`src/rtl/noc_flit_pkg.sv`:
```
// noc_flit_pkg: flit field positions and egress arbiter states shared by the VC buffer
package noc_flit_pkg;

    typedef enum logic [1:0] {
        ARB_IDLE,
        ARB_GRANT,
        ARB_LOCK
    } arb_state_e;

    function automatic int tail_bit(input int flit_width);
        return flit_width - 1;
    endfunction

    function automatic int head_bit(input int flit_width);
        return flit_width - 2;
    endfunction

endpackage

```
`src/rtl/noc_flit_fifo.sv`:
```
// noc_flit_fifo: one virtual channel's flit FIFO; read data comes from registered state only
module noc_flit_fifo #(
    parameter int FLIT_WIDTH = 32,
    parameter int DEPTH      = 4,
    parameter int CW         = $clog2(DEPTH + 1)
) (
    input  logic                  clk,
    input  logic                  rst,
    input  logic                  push,
    input  logic [FLIT_WIDTH-1:0] wdata,
    input  logic                  pop,
    output logic [FLIT_WIDTH-1:0] rdata,
    output logic [CW-1:0]         count
);
    localparam int PW = $clog2(DEPTH);

    logic [FLIT_WIDTH-1:0] mem [DEPTH];
    logic [PW-1:0]         wr_ptr;
    logic [PW-1:0]         rd_ptr;

    assign rdata = mem[rd_ptr];

    // storage is not reset; count alone decides whether an entry is visible
    always_ff @(posedge clk)
        if (push) mem[wr_ptr] <= wdata;

    // pointers wrap explicitly so DEPTH need not be a power of two
    always_ff @(posedge clk) begin
        if (rst) begin
            wr_ptr <= '0;
            rd_ptr <= '0;
            count  <= '0;
        end else begin
            if (push) wr_ptr <= wr_ptr == PW'(DEPTH - 1) ? '0 : wr_ptr + 1'b1;
            if (pop) rd_ptr <= rd_ptr == PW'(DEPTH - 1) ? '0 : rd_ptr + 1'b1;
            count <= count + CW'(push) - CW'(pop);
        end
    end

endmodule

```
`src/rtl/noc_flit_vc_buffer.sv`:
```
// noc_flit_vc_buffer: per-VC flit FIFOs feeding one egress port through a wormhole round-robin arbiter
module noc_flit_vc_buffer
    import noc_flit_pkg::*;
#(
    parameter int FLIT_WIDTH = 32,
    parameter int VCS        = 2,
    parameter int DEPTH      = 4
) (
    input  logic                      clk,
    input  logic                      rst,
    input  logic [VCS-1:0]            i_valid,
    output logic [VCS-1:0]            o_ready,
    input  logic [VCS*FLIT_WIDTH-1:0] i_flit,
    output logic [VCS-1:0]            o_valid,
    input  logic [VCS-1:0]            i_ready,
    output logic [FLIT_WIDTH-1:0]     o_flit
);
    localparam int CW = $clog2(DEPTH + 1);
    localparam int GW = VCS > 1 ? $clog2(VCS) : 1;
    localparam int TB = tail_bit(FLIT_WIDTH);

    logic [VCS-1:0]        push;
    logic [VCS-1:0]        pop;
    logic [VCS-1:0]        avail;
    logic [CW-1:0]         count [VCS];
    logic [FLIT_WIDTH-1:0] rdata [VCS];
    arb_state_e            state;
    logic [GW-1:0]         grant;
    logic [GW-1:0]         rr_ptr;
    logic [GW-1:0]         next_vc;
    logic [GW-1:0]         start;
    logic [GW-1:0]         pick;
    logic [GW-1:0]         idx;
    logic                  tail_pop;

    for (genvar v = 0; v < VCS; v++) begin : g_vc
        assign o_ready[v] = !rst && count[v] < CW'(DEPTH);
        assign push[v]    = i_valid[v] && o_ready[v];
        assign o_valid[v] = state != ARB_IDLE && grant == GW'(v) && count[v] != '0;
        assign pop[v]     = o_valid[v] && i_ready[v];
        // a VC is a candidate if it will still hold a flit after this edge
        assign avail[v]   = push[v] || count[v] > CW'(pop[v]);
        noc_flit_fifo #(
            .FLIT_WIDTH(FLIT_WIDTH),
            .DEPTH     (DEPTH)
        ) u_fifo (
            .clk  (clk),
            .rst  (rst),
            .push (push[v]),
            .wdata(i_flit[v*FLIT_WIDTH +: FLIT_WIDTH]),
            .pop  (pop[v]),
            .rdata(rdata[v]),
            .count(count[v])
        );
    end

    assign o_flit   = |o_valid ? rdata[grant] : '0;
    assign tail_pop = |pop && o_flit[TB];
    assign next_vc  = grant == GW'(VCS - 1) ? '0 : grant + 1'b1;
    assign start    = tail_pop ? next_vc : rr_ptr;

    // first candidate at or after start; scanning backwards lets the nearest one win
    always_comb begin
        pick = start;
        idx  = start;
        for (int i = VCS - 1; i >= 0; i--) begin
            idx = GW'((int'(start) + i) % VCS);
            if (avail[idx]) pick = idx;
        end
    end

    // grant is held until a tail flit leaves; only then does the round-robin pointer advance
    always_ff @(posedge clk) begin
        if (rst) begin
            state  <= ARB_IDLE;
            grant  <= '0;
            rr_ptr <= '0;
        end else if (state == ARB_IDLE || tail_pop) begin
            if (tail_pop) rr_ptr <= next_vc;
            state <= |avail ? ARB_GRANT : ARB_IDLE;
            if (|avail) grant <= pick;
        end else if (|pop) begin
            state <= ARB_LOCK;
        end
    end

endmodule

```
`config.mk`:
```
export PLATFORM = sky130hd
export DESIGN_NAME = noc_flit_vc_buffer
export DESIGN_NICKNAME = d
export VERILOG_FILES = /design/src/rtl/noc_flit_pkg.sv /design/src/rtl/noc_flit_fifo.sv /design/src/rtl/noc_flit_vc_buffer.sv
export SDC_FILE = /design/constraint.sdc
export NUM_CORES = 1
export LEC_CHECK = 0
export ABC_AREA = 1
export BUFFER_PORTS_ARGS = -buffer_cell sky130_fd_sc_hd__buf_4
export CAP_MARGIN = 5
export CORE_ASPECT_RATIO = 1.5
export CORE_MARGIN = 2
export CORE_UTILIZATION = 45
export DETAILED_ROUTE_END_ITERATION = 6
export PLACE_DENSITY = 0.78
export REMOVE_ABC_BUFFERS = 1
export SLEW_MARGIN = 20
export SYNTH_ARGS = -nofsm -noshare
export SYNTH_HDL_FRONTEND = slang
export SYNTH_HIERARCHICAL = 1
export SYNTH_SLANG_ARGS = --single-unit
export TNS_END_PERCENT = 10
```
`constraint.sdc`:
```
create_clock -name clk -period 2 [get_ports clk]
set_input_delay 0.3 -clock clk [delete_from_list [all_inputs] [get_ports clk]]
set_output_delay 0.3 -clock clk [all_outputs]
set_load 0.05 [all_outputs]
```
==> metrics, run 1 <==
Design Power about 16000 uW; vias per cell approximately 5.2; die width roughly 140 um; full die area 27690 um2; Syn-to-layout area delta 28.70%; RSZ-0062 raised after global routing true; area occupied by multi-input gates approximately 3000 um2; Synth Flop Type edfxtp_1; WP data arrival just under 2 ns; gr ovfl total 0; Setup Viol. Count Final 36; Nets between 1000 and 1500; Crit. End Element primary output; filler instances approximately 1900; I/O Buffers around 110; Worst-Margin Slew roughly 0.44 ns; Tmin final roughly 2.3 ns; Buf/Inv on CP 3; Synth warnings 6; TritonCTS Sinks between 200 and 300; Worst Reg-to-Reg Cells 15; Peak Freq 438.3 MHz; n_diodes 0; most frequent cells in the layout edfxtp_1 (256), nand2_1 (209), inv_1 (165), buf_4 (100); delay-heaviest family, CP buffers and inverters; startpoint class of the critical path register; CTS tree done; per-cell routed wire length 17.60 um; DRC errors left 0; total CTS buffers 24; DIE HEIGHT roughly 200 um; largest cells by area after synthesis edfxtp_1 (65%), nand2_1 (7.0%), inv_1 (5.3%); Core ar. approximately 26000 um2; clk_lat worst skew approximately 0.52 ns; slowest CP cell dfxtp_4; Cell Pwr Density around 1100 nW/um2; r2r setup slk -0.09 ns; r2r startpoint state[1]; I/O pin cnt between 100 and 150; Setup TNS -6.617 ns; Tcrit/Tclk final 114.1%; Final Max Tran Viols 0; Crit Path Class reg -> out; first-pass GRT wire length approximately 43 mm; hold path depth 1; Max IR drop VDD approximately 0.00092 V; status complete, but fails checks; Hold WC Path Type in -> reg; share of cells above drive strength 1 a little under a quarter; Max Fanout on Critical Path 7; Core Rows 72; Starting Density around 46%; synthesized flop and latch total 278; area leader, netlist edfxtp_1; Post-Syn Area 11860 um2; WHS Endpoint g_vc[0].u_fifo/mem[1][25]; number of global-route vias before repair 8243; initial antenna violation count 0; failing checks negative setup slack; synthesized area per cell about 12 um2; WP data required approximately 1.7 ns; most common library cell in the layout ignoring fill and taps edfxtp_1; Post-synth ARST share 0%; root buf cell clkbuf_16; Final WS setup -0.2813 ns; Worst R2R End g_vc[1].u_fifo/count[2]; Max H-tree Level 1; Unique masters post-synth 29; cells along the critical path buf_6 > buf_6 > a21oi_2 > o21ai_1 > nand2_1 > nand2_2 > a21oi_2 > buf_6; gr usage total between 15 and 20%; EDFF count, synth 256; Clock Skews between 0.01 and 0.015 ns; DR pass1 iterations 5; post-synth top area share between 60 and 70%; Post-DP HPWL 16.42 mm; most used cell, CP buf_6; Pleak about 0.0059 uW; slew margin rel. between 70% and 80%; cells after synthesis a little over 1000; Post-DRT Antenna Nets 0; DRT iter0 DRCs between 600 and 700; gp weighted congestion approximately 0.82; startpoint of the worst hold path i_flit[25]; Clock Tree Buf Depth 3; final hold vios 0; Crit path largest cell delay approximately 0.41 ns; largest net degree at the start of global routing a little over 40; DR vias around 8100; WL final between 20 and 30 mm; sequential fraction of the synthesis area between 60% and 70%; maxcap violations 0; Clock Pin Slew Worst Setup and Hold Paths approximately 0.06 ns; register area 8147 um2
==> logic make-up after synthesis <==
| family | after synthesis | synth area share (%) |
|---|---|---|
| buffers and inverters | 220 | 8.821 |
| AO/OA/AOI/OAI | 242 | 11.65 |
| adder cells (fa/ha/maj) | 18 | 2.026 |
| AND/OR/NAND/NOR | 262 | 8.959 |
| flip-flops | 278 | 68.54 |
==> per-stage QoR <==
stage                     setup WS (ns)  cells  instance area [um2]  hold slack (ns)  utilization [%]
after floorplan                  -1.814    968                11440           0.3624                -
final                           -0.2813   1571                15260          0.01374            59.03
after global routing            -0.3587   1571                15260        0.0006827            59.03
after detailed placement       -0.03876   1452                13190           0.4621            51.03
after global placement        -0.008402   1452                13190           0.4566            51.03
after CTS                       -0.2440   1570                15130         0.004410            58.51
==> layer usage <==
metal	routed length, um	share of wire (%)	vias to the layer above	global-route usage [%]
met5	0	0	-	0
met1	10250	37	3915	22.70
met4	1211	4.4	0	8.705
li1	-	-	3861	-
met2	14690	53	277	36.57
met3	1490	5.4	88	2.622
==> worst max path at each step <==
stage,from,end,slack [ns],depth (start not counted)
after floorplan,register,o_flit[31],-1.81,4
after global placement,g_vc[1].u_fifo/count[2],g_vc[1].u_fifo/count[2],-0.008,13
after detailed placement,g_vc[1].u_fifo/count[2],g_vc[1].u_fifo/count[2],-0.04,13
after CTS,register,o_flit[23],-0.24,8
after global routing,register,o_flit[23],-0.36,8
final,register,o_flit[23],-0.28,8
==> where the power goes <==
group	internal (uW)	switching, uW	leakage [uW]
registers	6650	150	0.00251
clock network	2720	1960	0.000398
logic	1600	3070	0.00304
total	11000	5180	0.00595
==> cells in the mapped netlist (2+ instances only) <==
library cell,count
a21oi_1,104
a21oi_2,2
buf_2,21
buf_4,3
buf_6,16
clkbuf_1,6
clkbuf_8,6
dfxtp_1,22
edfxtp_1,256
fa_1,2
ha_1,16
inv_1,166
nand2_1,220
nand2_2,4
nand3_1,6
nand3_4,2
nor2_1,24
o211ai_1,64
o21ai_0,55
o21ai_1,16
==> sequential cells by signal (all words and copies together) (netlist names), named ones only <==
name	flops
state	2
g_vc.u_fifo/count	6
g_vc.u_fifo/rd_ptr	4
grant	1
g_vc.u_fifo/mem	256
rr_ptr	1
g_vc.u_fifo/wr_ptr	4
==> timing repair <==
| item | CTS | global route |
|---|---|---|
| setup buffers | 9 | 0 |
| hold endpoints to repair | 248 | 0 |
| cloned | 2 | 1 |
| pin swaps | 24 | 28 |
| gates resized for setup | 113 | 34 |
| hold buffers | 64 | 0 |
| setup endpoints to repair | 34 | 37 |
==> area by class of cell <==
cell class | count | area share (%)
tap | 333 | 2.730
clock buffer | 32 | 4.608
sequential | 278 | 53.38
timing repair buffer | 225 | 14.65
multi-input combinational | 522 | 19.59
clock inverter | 11 | 0.6805
inverter | 168 | 4.247
timing repair inverter | 2 | 0.1148
Power figures use the tool's default switching activity.
==> run 2: changes to the inputs <==
--- a/config.mk
+++ b/config.mk
@@ -5,7 +5,6 @@
 export SDC_FILE = /design/constraint.sdc
 export NUM_CORES = 1
 export LEC_CHECK = 0
-export ABC_AREA = 1
 export BUFFER_PORTS_ARGS = -buffer_cell sky130_fd_sc_hd__buf_4
 export CAP_MARGIN = 5
 export CORE_ASPECT_RATIO = 1.5
==> metrics, run 2 <==
multiplexer share of the synthesized area between 10% and 20%; Unique masters post-synth 32; Post-synth ARST share 0%; top post-synthesis cells by count edfxtp_1 (256), mux4_2 (60), nor2_1 (48); Post-DP HPWL between 15 and 20 mm; hold path depth 4; Final Max Tran Viols 0; Net Sw Frac ~28%; DRC errors left 0; cells after synthesis approximately 530; post-synthesis compound-gate area fraction 1.239%; Peak Freq between 400 and 500 MHz; CTS tree done; startpoint class of the critical path register; area leader, netlist edfxtp_1; cells along the critical path buf_12 > buf_4 > mux4_2 > mux2i_4 > nor2_1 > buf_6; gp weighted congestion 0.8027; Crit. End Element primary output; combinational share of power between 20% and 30%; I/O pin cnt between 100 and 150; die width roughly 130 um; filler instances roughly 1700; Syn-to-layout area delta 30.40%; Final WS setup -0.4677 ns; Nets around 840; Synth Area in Simple Gates roughly 3.5%; sequential fraction of the synthesis area about three quarters; largest family of logic cells by synthesized area multiplexers; EDFF count, synth ~260; slew margin rel. between 60% and 70%; Hold WC Path Type in -> reg; Synth warnings 6; root buf cell clkbuf_16; startpoint of the worst hold path i_valid[1]; Max IR drop VDD 0.0007382 V; Tmin final 2.468 ns; Setup Viol. Count Final 35; vias per cell ~5.3; Adder-Cell Fraction of Synth Area 2.182%; max reg flops approximately 260; WHS Endpoint grant; first-pass GRT wire length approximately 37 mm; status complete, but fails checks; top-count cell post-synth edfxtp_1; failing checks negative setup slack; WP data arrival roughly 2.2 ns; largest net degree at the start of global routing 25; largest cells by area after synthesis edfxtp_1 (70%), mux4_2 (12%), dfxtp_1 (4.0%); number of global-route vias before repair approximately 6500; r2r setup slk -0.08 ns; Core Rows 70; Max Fanout on Critical Path 6; synthesized flop and latch total roughly 280; Crit Path Class reg -> out; DR pass1 iterations 6; gr ovfl total 0; most common library cell in the layout ignoring fill and taps edfxtp_1; clock share of power between 30% and 40%; largest register by flop count g_vc.u_fifo/mem; Clock Skews between 0.009 and 0.01 ns; Worst-Margin Slew ~0.47 ns; total CTS buffers 25; most frequent cells in the layout edfxtp_1 (256), buf_4 (100), dlygate4sd3_1 (65), mux4_2 (62), nor2_1 (45); largest registers g_vc.u_fifo/mem x256, g_vc.u_fifo/count x6; DR vias 5822; Max H-tree Level 1; Internal approximately 11000 uW; Cell Pwr Density about 1100 nW/um2; Tcrit/Tclk final 123.4%; clk_lat worst skew a little over 0.5 ns; DRT iter0 DRCs around 450; WL final roughly 24 mm; WP data required 1.70 ns; Starting Density between 40% and 50%; TritonCTS Sinks roughly 280; Design Power 15190 uW; Synth Flop Type edfxtp_1; Clock Pin Slew Worst Setup and Hold Paths roughly 0.07 ns; Core ar. about 24000 um2; post-synth top area share a little over two thirds; Pleak around 0.0049 uW; hold_ws around 0.18 ns; Clock Tree Buf Depth 3; Reg power frac between 40% and 50%; RSZ-0062 raised after global routing true; gr usage total 18.81%; Post-Syn Area roughly 11000 um2; maxcap violations 0; Worst R2R End grant; synthesized area per cell roughly 21 um2; DIE HEIGHT roughly 200 um; Worst Reg-to-Reg Cells 7; Sw Pwr between 4000 and 5000 uW; final hold vios 0; share of cells above drive strength 1 37.90%; Synth Area in XOR/XNOR less than 1%; per-cell routed wire length about 22 um; I/O Buffers around 110; slowest CP cell mux4_2; full die area roughly 26000 um2; initial antenna violation count 1; Crit path largest cell delay a little over 0.5 ns; Post-DRT Antenna Nets 0
## run 2: worst max path at each step
stage / start / endpoint / slack, ns
after floorplan: grant / o_flit[0] / -2.77
after global routing: register / o_flit[5] / -0.51
after global placement: register / o_flit[28] / -0.04
after CTS: register / o_flit[16] / -0.43
after detailed placement: g_vc[0].u_fifo/count[0] / grant / -0.19
final: register / o_flit[24] / -0.47
## run 2: critical path, delay by kind of cell (launching register included)
family | cells | cell delay [ns]
mux | 2 | 0.73
buf+inv | 3 | 0.42
simple gates | 1 | 0.09
flops | 1 | 0.42
## run 2: metrics by stage
stage / setup slack, ns / utilization (%) / cells / setup TNS, ns / cell area (um2)
3_3_place_gp: -0.03847 / 51.95 / 980 / -0.08817 / 12560
3_5_place_dp: -0.1900 / 51.95 / 980 / -0.4046 / 12560
5_1_grt: -0.5101 / 59.39 / 1098 / -14.29 / 14360
6_report: -0.4677 / 59.39 / 1098 / -11.63 / 14360
4_1_cts: -0.4293 / 59.16 / 1096 / -12.00 / 14300
2_1_floorplan: -2.775 / - / 509 / -188.32 / 10800
## run 2: cell families (layout without fill, tap and decap cells)
family	count (synthesis)	count (layout)
fa+ha+maj	18	18
mux	99	99
buf+inv	37	279
xor+xnor	2	2
compound gates	18	18
flops	278	278
other cells	0	1
simple gates	79	79
## run 2: repair_timing
item                       4_1_cts  5_1_grt
hold buffers                    65        0
pin swaps                        2        2
hold endpoints to repair       250        0
setup endpoints to repair       38       39
cloned                           1        0
resized for setup               57       11
buffers inserted                 6        1
## run 2: area by class of cell
cell class	count	area, um2	share of cell area (%)
antenna	1	2.502	0.01743
clock buffer	33	675.6	4.706
multi-input combinational	216	2726	18.99
inverter	15	56.30	0.3922
clock inverter	11	122.6	0.8541
timing repair buffer	220	2225	15.50
sequential	278	8143	56.72
tap	324	405.4	2.824
## run 2: power by group through the flow
stage / logic, uW / clock network [uW] / registers, uW
2_1_floorplan: 1910 / 0 / 7010
3_3_place_gp: 3240 / 0 / 6820
3_5_place_dp: 3350 / 0 / 6850
4_1_cts: 3720 / 4720 / 6740
5_1_grt: 4000 / 4950 / 6770
6_report: 3800 / 4640 / 6760
## run 2: layer usage
layer	part of all wire (%)	vias to the layer above	track usage, %
met4	2.9	0	7.528
met1	37	2982	22.12
met3	4.9	45	2.648
met5	0	-	0
met2	55	206	34.67
li1	-	2589	-
